==> src/rtl/seq_chunk_adder_pkg.sv <==
// Shared definitions for the chunked add/subtract unit: FSM state encoding
// and the sizing rule for the chunk counter.
package seq_chunk_adder_pkg;

    typedef enum logic [1:0] {
        ST_IDLE = 2'd0,
        ST_CALC = 2'd1,
        ST_DONE = 2'd2
    } state_t;

    // A one-chunk configuration still needs a 1-bit counter to exist.
    function automatic int cnt_width(input int nchunk);
        return (nchunk > 1) ? $clog2(nchunk) : 1;
    endfunction

endpackage

==> src/rtl/seq_chunk_adder_cpa.sv <==
// Combinational W-bit ripple-carry adder, time-multiplexed across the chunks
// of a wider operand; c_msb exposes the carry into the top bit for overflow.
module cpa_chunk #(
    parameter int W = 4
) (
    input  logic [W-1:0] x,
    input  logic [W-1:0] y,
    input  logic         ci,
    output logic [W-1:0] sum,
    output logic         co,
    output logic         c_msb
);

    logic [W:0] c;

    assign c[0] = ci;

    for (genvar i = 0; i < W; i++) begin : g_bit
        assign sum[i]   = x[i] ^ y[i] ^ c[i];
        assign c[i + 1] = (x[i] & y[i]) | (c[i] & (x[i] ^ y[i]));
    end

    assign co    = c[W];
    assign c_msb = c[W-1];

endmodule

==> src/rtl/seq_chunk_adder.sv <==
// Multi-cycle add/subtract: CHUNK bits per clock through one shared ripple
// adder, with a start/busy/done handshake and registered carry/overflow flags.
module seq_chunk_adder
    import seq_chunk_adder_pkg::*;
#(
    parameter int WIDTH = 16,
    parameter int CHUNK = 4
) (
    input  logic             clk,
    input  logic             rst_n,
    input  logic             start,
    input  logic             sub,
    input  logic [WIDTH-1:0] a,
    input  logic [WIDTH-1:0] b,
    input  logic             cin,
    output logic [WIDTH-1:0] s,
    output logic             cout,
    output logic             ovf,
    output logic             busy,
    output logic             done
);

    localparam int NCHUNK = WIDTH / CHUNK;
    localparam int CW     = cnt_width(NCHUNK);

    state_t state, next_state;

    logic [WIDTH-1:0] a_q, b_q;
    logic             carry;
    logic [CW-1:0]    cnt;
    logic             last;
    logic [CHUNK-1:0] sum;
    logic             co, c_msb;

    // Operands shift right each cycle so the adder always sees the low chunk.
    cpa_chunk #(.W(CHUNK)) u_cpa (
        .x    (a_q[CHUNK-1:0]),
        .y    (b_q[CHUNK-1:0]),
        .ci   (carry),
        .sum  (sum),
        .co   (co),
        .c_msb(c_msb)
    );

    assign last = (cnt == CW'(NCHUNK - 1));
    assign busy = (state == ST_CALC);
    assign done = (state == ST_DONE);

    always_ff @(posedge clk) begin
        if (!rst_n) state <= ST_IDLE;
        else        state <= next_state;
    end

    always_comb begin
        next_state = state;
        case (state)
            ST_IDLE: if (start) next_state = ST_CALC;
            ST_CALC: if (last)  next_state = ST_DONE;
            ST_DONE: next_state = ST_IDLE;
            default: next_state = ST_IDLE;
        endcase
    end

    // Subtraction is folded in at acceptance: B is inverted and carry forced to 1.
    always_ff @(posedge clk) begin
        if (!rst_n) begin
            a_q   <= '0;
            b_q   <= '0;
            carry <= 1'b0;
            cnt   <= '0;
            s     <= '0;
            cout  <= 1'b0;
            ovf   <= 1'b0;
        end else begin
            case (state)
                ST_IDLE: begin
                    if (start) begin
                        a_q   <= a;
                        b_q   <= sub ? ~b : b;
                        carry <= sub ? 1'b1 : cin;
                        cnt   <= '0;
                    end
                end
                ST_CALC: begin
                    a_q   <= a_q >> CHUNK;
                    b_q   <= b_q >> CHUNK;
                    carry <= co;
                    cnt   <= cnt + CW'(1);
                    for (int i = 0; i < NCHUNK; i++) begin
                        if (cnt == CW'(i)) s[i*CHUNK +: CHUNK] <= sum;
                    end
                    if (last) begin
                        cout <= co;
                        ovf  <= c_msb ^ co;
                    end
                end
                default: ;
            endcase
        end
    end

endmodule
==> config.mk <==
export PLATFORM = sky130hd
export DESIGN_NAME = seq_chunk_adder
export DESIGN_NICKNAME = d
export VERILOG_FILES = /design/src/rtl/seq_chunk_adder_pkg.sv /design/src/rtl/seq_chunk_adder_cpa.sv /design/src/rtl/seq_chunk_adder.sv
export SDC_FILE = /design/constraint.sdc
export NUM_CORES = 1
export LEC_CHECK = 0
export ABC_AREA = 1
export BUFFER_PORTS_ARGS = -buffer_cell sky130_fd_sc_hd__buf_2
export CAP_MARGIN = 5
export CORE_UTILIZATION = 53
export CTS_CLUSTER_SIZE = 8
export DETAILED_ROUTE_END_ITERATION = 8
export GPL_TIMING_DRIVEN = 0
export PLACE_DENSITY = 0.79
export SETUP_SLACK_MARGIN = 0.02
export SYNTH_ARGS = -nofsm -noshare
export SYNTH_HDL_FRONTEND = slang
export SYNTH_SLANG_ARGS = --single-unit
export TNS_END_PERCENT = 10
==> constraint.sdc <==
create_clock -name clk -period 3.9 [get_ports clk]
set_input_delay 1.17 -clock clk [delete_from_list [all_inputs] [get_ports clk]]
set_output_delay 1.17 -clock clk [all_outputs]
set_load 0.05 [all_outputs]
==> flow_summary_export.csv <==
group,metric,value,unit
drt,drc_errors,0,
drt,dr.pass1.iters,4,
power_and_ir_drop,p_leak,0.00163,uW
sta,drv_slew,0,
clock_tree,cts_buffers,5,
drt,vias_per_cell,4.92,
logic_synthesis,ys.flop_type,"dfxtp_1",
drt,wl_per_cell,11.8,microns
logic_synthesis,netlist_area,2710,sq um
clock_tree,clockBufferDepth,2,
placed_design,hpwlAfterDp,4760,microns
logic_synthesis,ys_top_cells_by_count,"122 x nand2_1, 58 x nand3_1, 55 x dfxtp_1, 54 x nor2_1, 45 x inv_1",
logic_synthesis,ys_warn_count,0,
critical_path,required,2.73,ns
die,dieArea,5400,sq um
sta,fmax,371,MHz
die,die_x,73.5,microns
sta,slew_headroom,63.7,%
grt,overflow,0,
critical_path,crit_fanout,10,
die,ioPinCount,57,
logic_synthesis,synth_top_area_cell,"dfxtp_1",
die,coreArea,4820,sq um
logic_synthesis,yosysMostFrequentCell,"nand2_1",
worst_hold_path,hold_path_end,"s[3]",
clock_tree,cts-root-buf,"clkbuf_8",
cells_and_area,drive_gt1_share,18.1,%
sta,worst_pin_slew,0.544,ns
cells_and_area,antenna_cells,0,
placed_design,io_buffers,55,
sta,rsz0062_at_grt,"false",
logic_synthesis,yosysTopAreaCellShare,40.7,%
grt,antenna_found_initial,0,
logic_synthesis,synthArstFlopShare,0,%
logic_synthesis,synth-seq-cells,55,
drt,routed_wirelength,6310,microns
grt,grt_first_pass_wirelength,10700,microns
sta,setup_violations,0,
critical_path,crit_path_end_kind,"output pin",
clock_tree,cts_num_sinks,55,
worst_hold_path,min-delay-start,"s[3]",
logic_synthesis,syn_inst,407,
sta,hold_viol,0,
flow_run,max_cap_violations,0,
critical_path,worstSetupPathType,"reg2out",
cells_and_area,fin_nets,514,
sta,period_share,69.1,%
cells_and_area,final_area,3150,sq um
critical_path,r2r-end,"s[3]",
grt,grt_use_total,25.7,%
sta,finClkSkew,0.00396,ns
critical_path,start_kind,"flip-flop",
clock_tree,cts-hold-fix-buffers,0,
logic_synthesis,synth.yosys.seq_area_share,40.7,%
worst_hold_path,hold_class,"reg2reg",
die,fp-row-count,25,
placed_design,placed_cell_area,3070,sq um
clock_tree,ctsResizeCount,0,
critical_path,arrival,1.52,ns
drt,vias,2644,
logic_synthesis,ys_types,18,
critical_path,r2r_cells,10,
sta,period_minus_slack,2.69,ns
sta,fin_setup_tns,0,ns
logic_synthesis,synthTopCellsByArea,"dfxtp_1 41%, nand2_1 17%, nand3_1 11%, nor2_1 7.5%, inv_1 6.2%",
cells_and_area,syn_to_final_growth,16.4,%
clock_tree,cts_tree,"done",
outcome,status,"completed",
power_and_ir_drop,power_density,353,nW/um^2
die,die_y,73.5,microns
grt,grt_pass1_vias,2421,
clock_tree,htree_levels,2,
clock_tree,clk_pin_slew_worst_paths,0.10,ns
worst_hold_path,hold_depth,2,
logic_synthesis,synth_edf_count,0,
critical_path,reg2reg_from,"a_q[0]",
logic_synthesis,syn_nets,452,
logic_synthesis,avgSynthCellArea,6.65,sq um
critical_path,reg2reg_slack,1.51,ns
die,start_util,56.2,%
power_and_ir_drop,irDropWorstVdd,0.255,mV
clock_tree,clk_latency,0.30,ns
placed_design,gp_congestion,0.883,
drt,first_iter_violations,237,
clock_tree,cts_setup_buffers,0,
drt,detail-route-antenna-nets,0,
grt,grt_max_degree,17,
-- metal layers --
metal | global-route usage (%) | up-vias | routed length [microns]
met5 | 0 | - | 0
met4 | 7.05 | 0 | 74
met3 | 4.39 | 6 | 391
met1 | 34.1 | 1184 | 2860
li1 | - | 1379 | -
met2 | 43.2 | 75 | 2990
-- critical path, stage by stage, from the launching register on --
cell	delay, ns
dfxtp_1	0.47
nand2_2	0.16
inv_2	0.14
buf_4	0.17
buf_2	0.27
-- flip-flops by register name (all words and copies together) (netlist names) --
| signal | cells |
|---|---|
| state | 2 |
| cout | 1 |
| cnt | 2 |
| s | 16 |
| b_q | 16 |
| carry | 1 |
| a_q | 16 |
| ovf | 1 |
-- where the power goes --
part / internal (uW) / switching [uW] / leakage [uW]
Sequential: 588 / 18.0 / 0.000449
Combinational: 70.4 / 128 / 0.00114
Clock: 124 / 185 / 0.0000477
Total: 782 / 330 / 0.00163
-- area by class of cell --
class	count	area [sq um]
well taps	67	83.8
fillers	455	1670
plain buffers	20	106
inverters	47	176
clock buffers	5	68.8
multi-input cells	285	1320
flip-flops and latches	55	1100
repair buffers	55	275
clock inverters	3	15.0
-- metrics by stage --
step           hold slack [ns]  utilization [%]  setup slack (ns)  instances  power [uW]
3_3_place_gp             0.446             63.6              1.56        529         811
5_1_grt                  0.482             65.4              1.09        537        1170
6_report                 0.468             65.4              1.21        537        1110
2_1_floorplan            0.462                -              1.65        407         753
3_5_place_dp             0.454             63.6              1.52        529         815
4_1_cts                  0.469             65.4              1.21        537        1110
-- cells by family after synthesis --
family | Yosys count | share of synthesized area [%]
buffers and inverters | 67 | 10.4
AND/OR/NAND/NOR | 240 | 36.5
flip-flops | 55 | 40.7
XOR/XNOR | 5 | 1.62
AO/OA/AOI/OAI | 32 | 5.92
adder cells (fa/ha/maj) | 8 | 4.81
-- worst max path at each step --
stage                 end  depth (start not counted)     start
finish               busy                          4  state[0]
global route         busy                          4  state[0]
CTS                  busy                          4  state[0]
detailed placement  s[11]                         10    a_q[0]
global placement    s[11]                         10    a_q[0]
floorplan            done                          2  state[1]
-- cell usage in the layout (no fill, tap or decap) --
cell	instances
nor2_2	3
clkbuf_8	5
nand2_1	122
buf_2	65
o21ai_0	6
nand3_1	58
dfxtp_1	55
buf_1	1
xor2_1	5
inv_1	45
ha_1	4
and3_1	1
buf_4	5
fa_1	4
a21oi_1	26
inv_2	2
clkbuf_1	4
nand2_2	2
clkinv_2	3
nor2_1	54
Note: power is estimated with default switching activity, not from simulation.
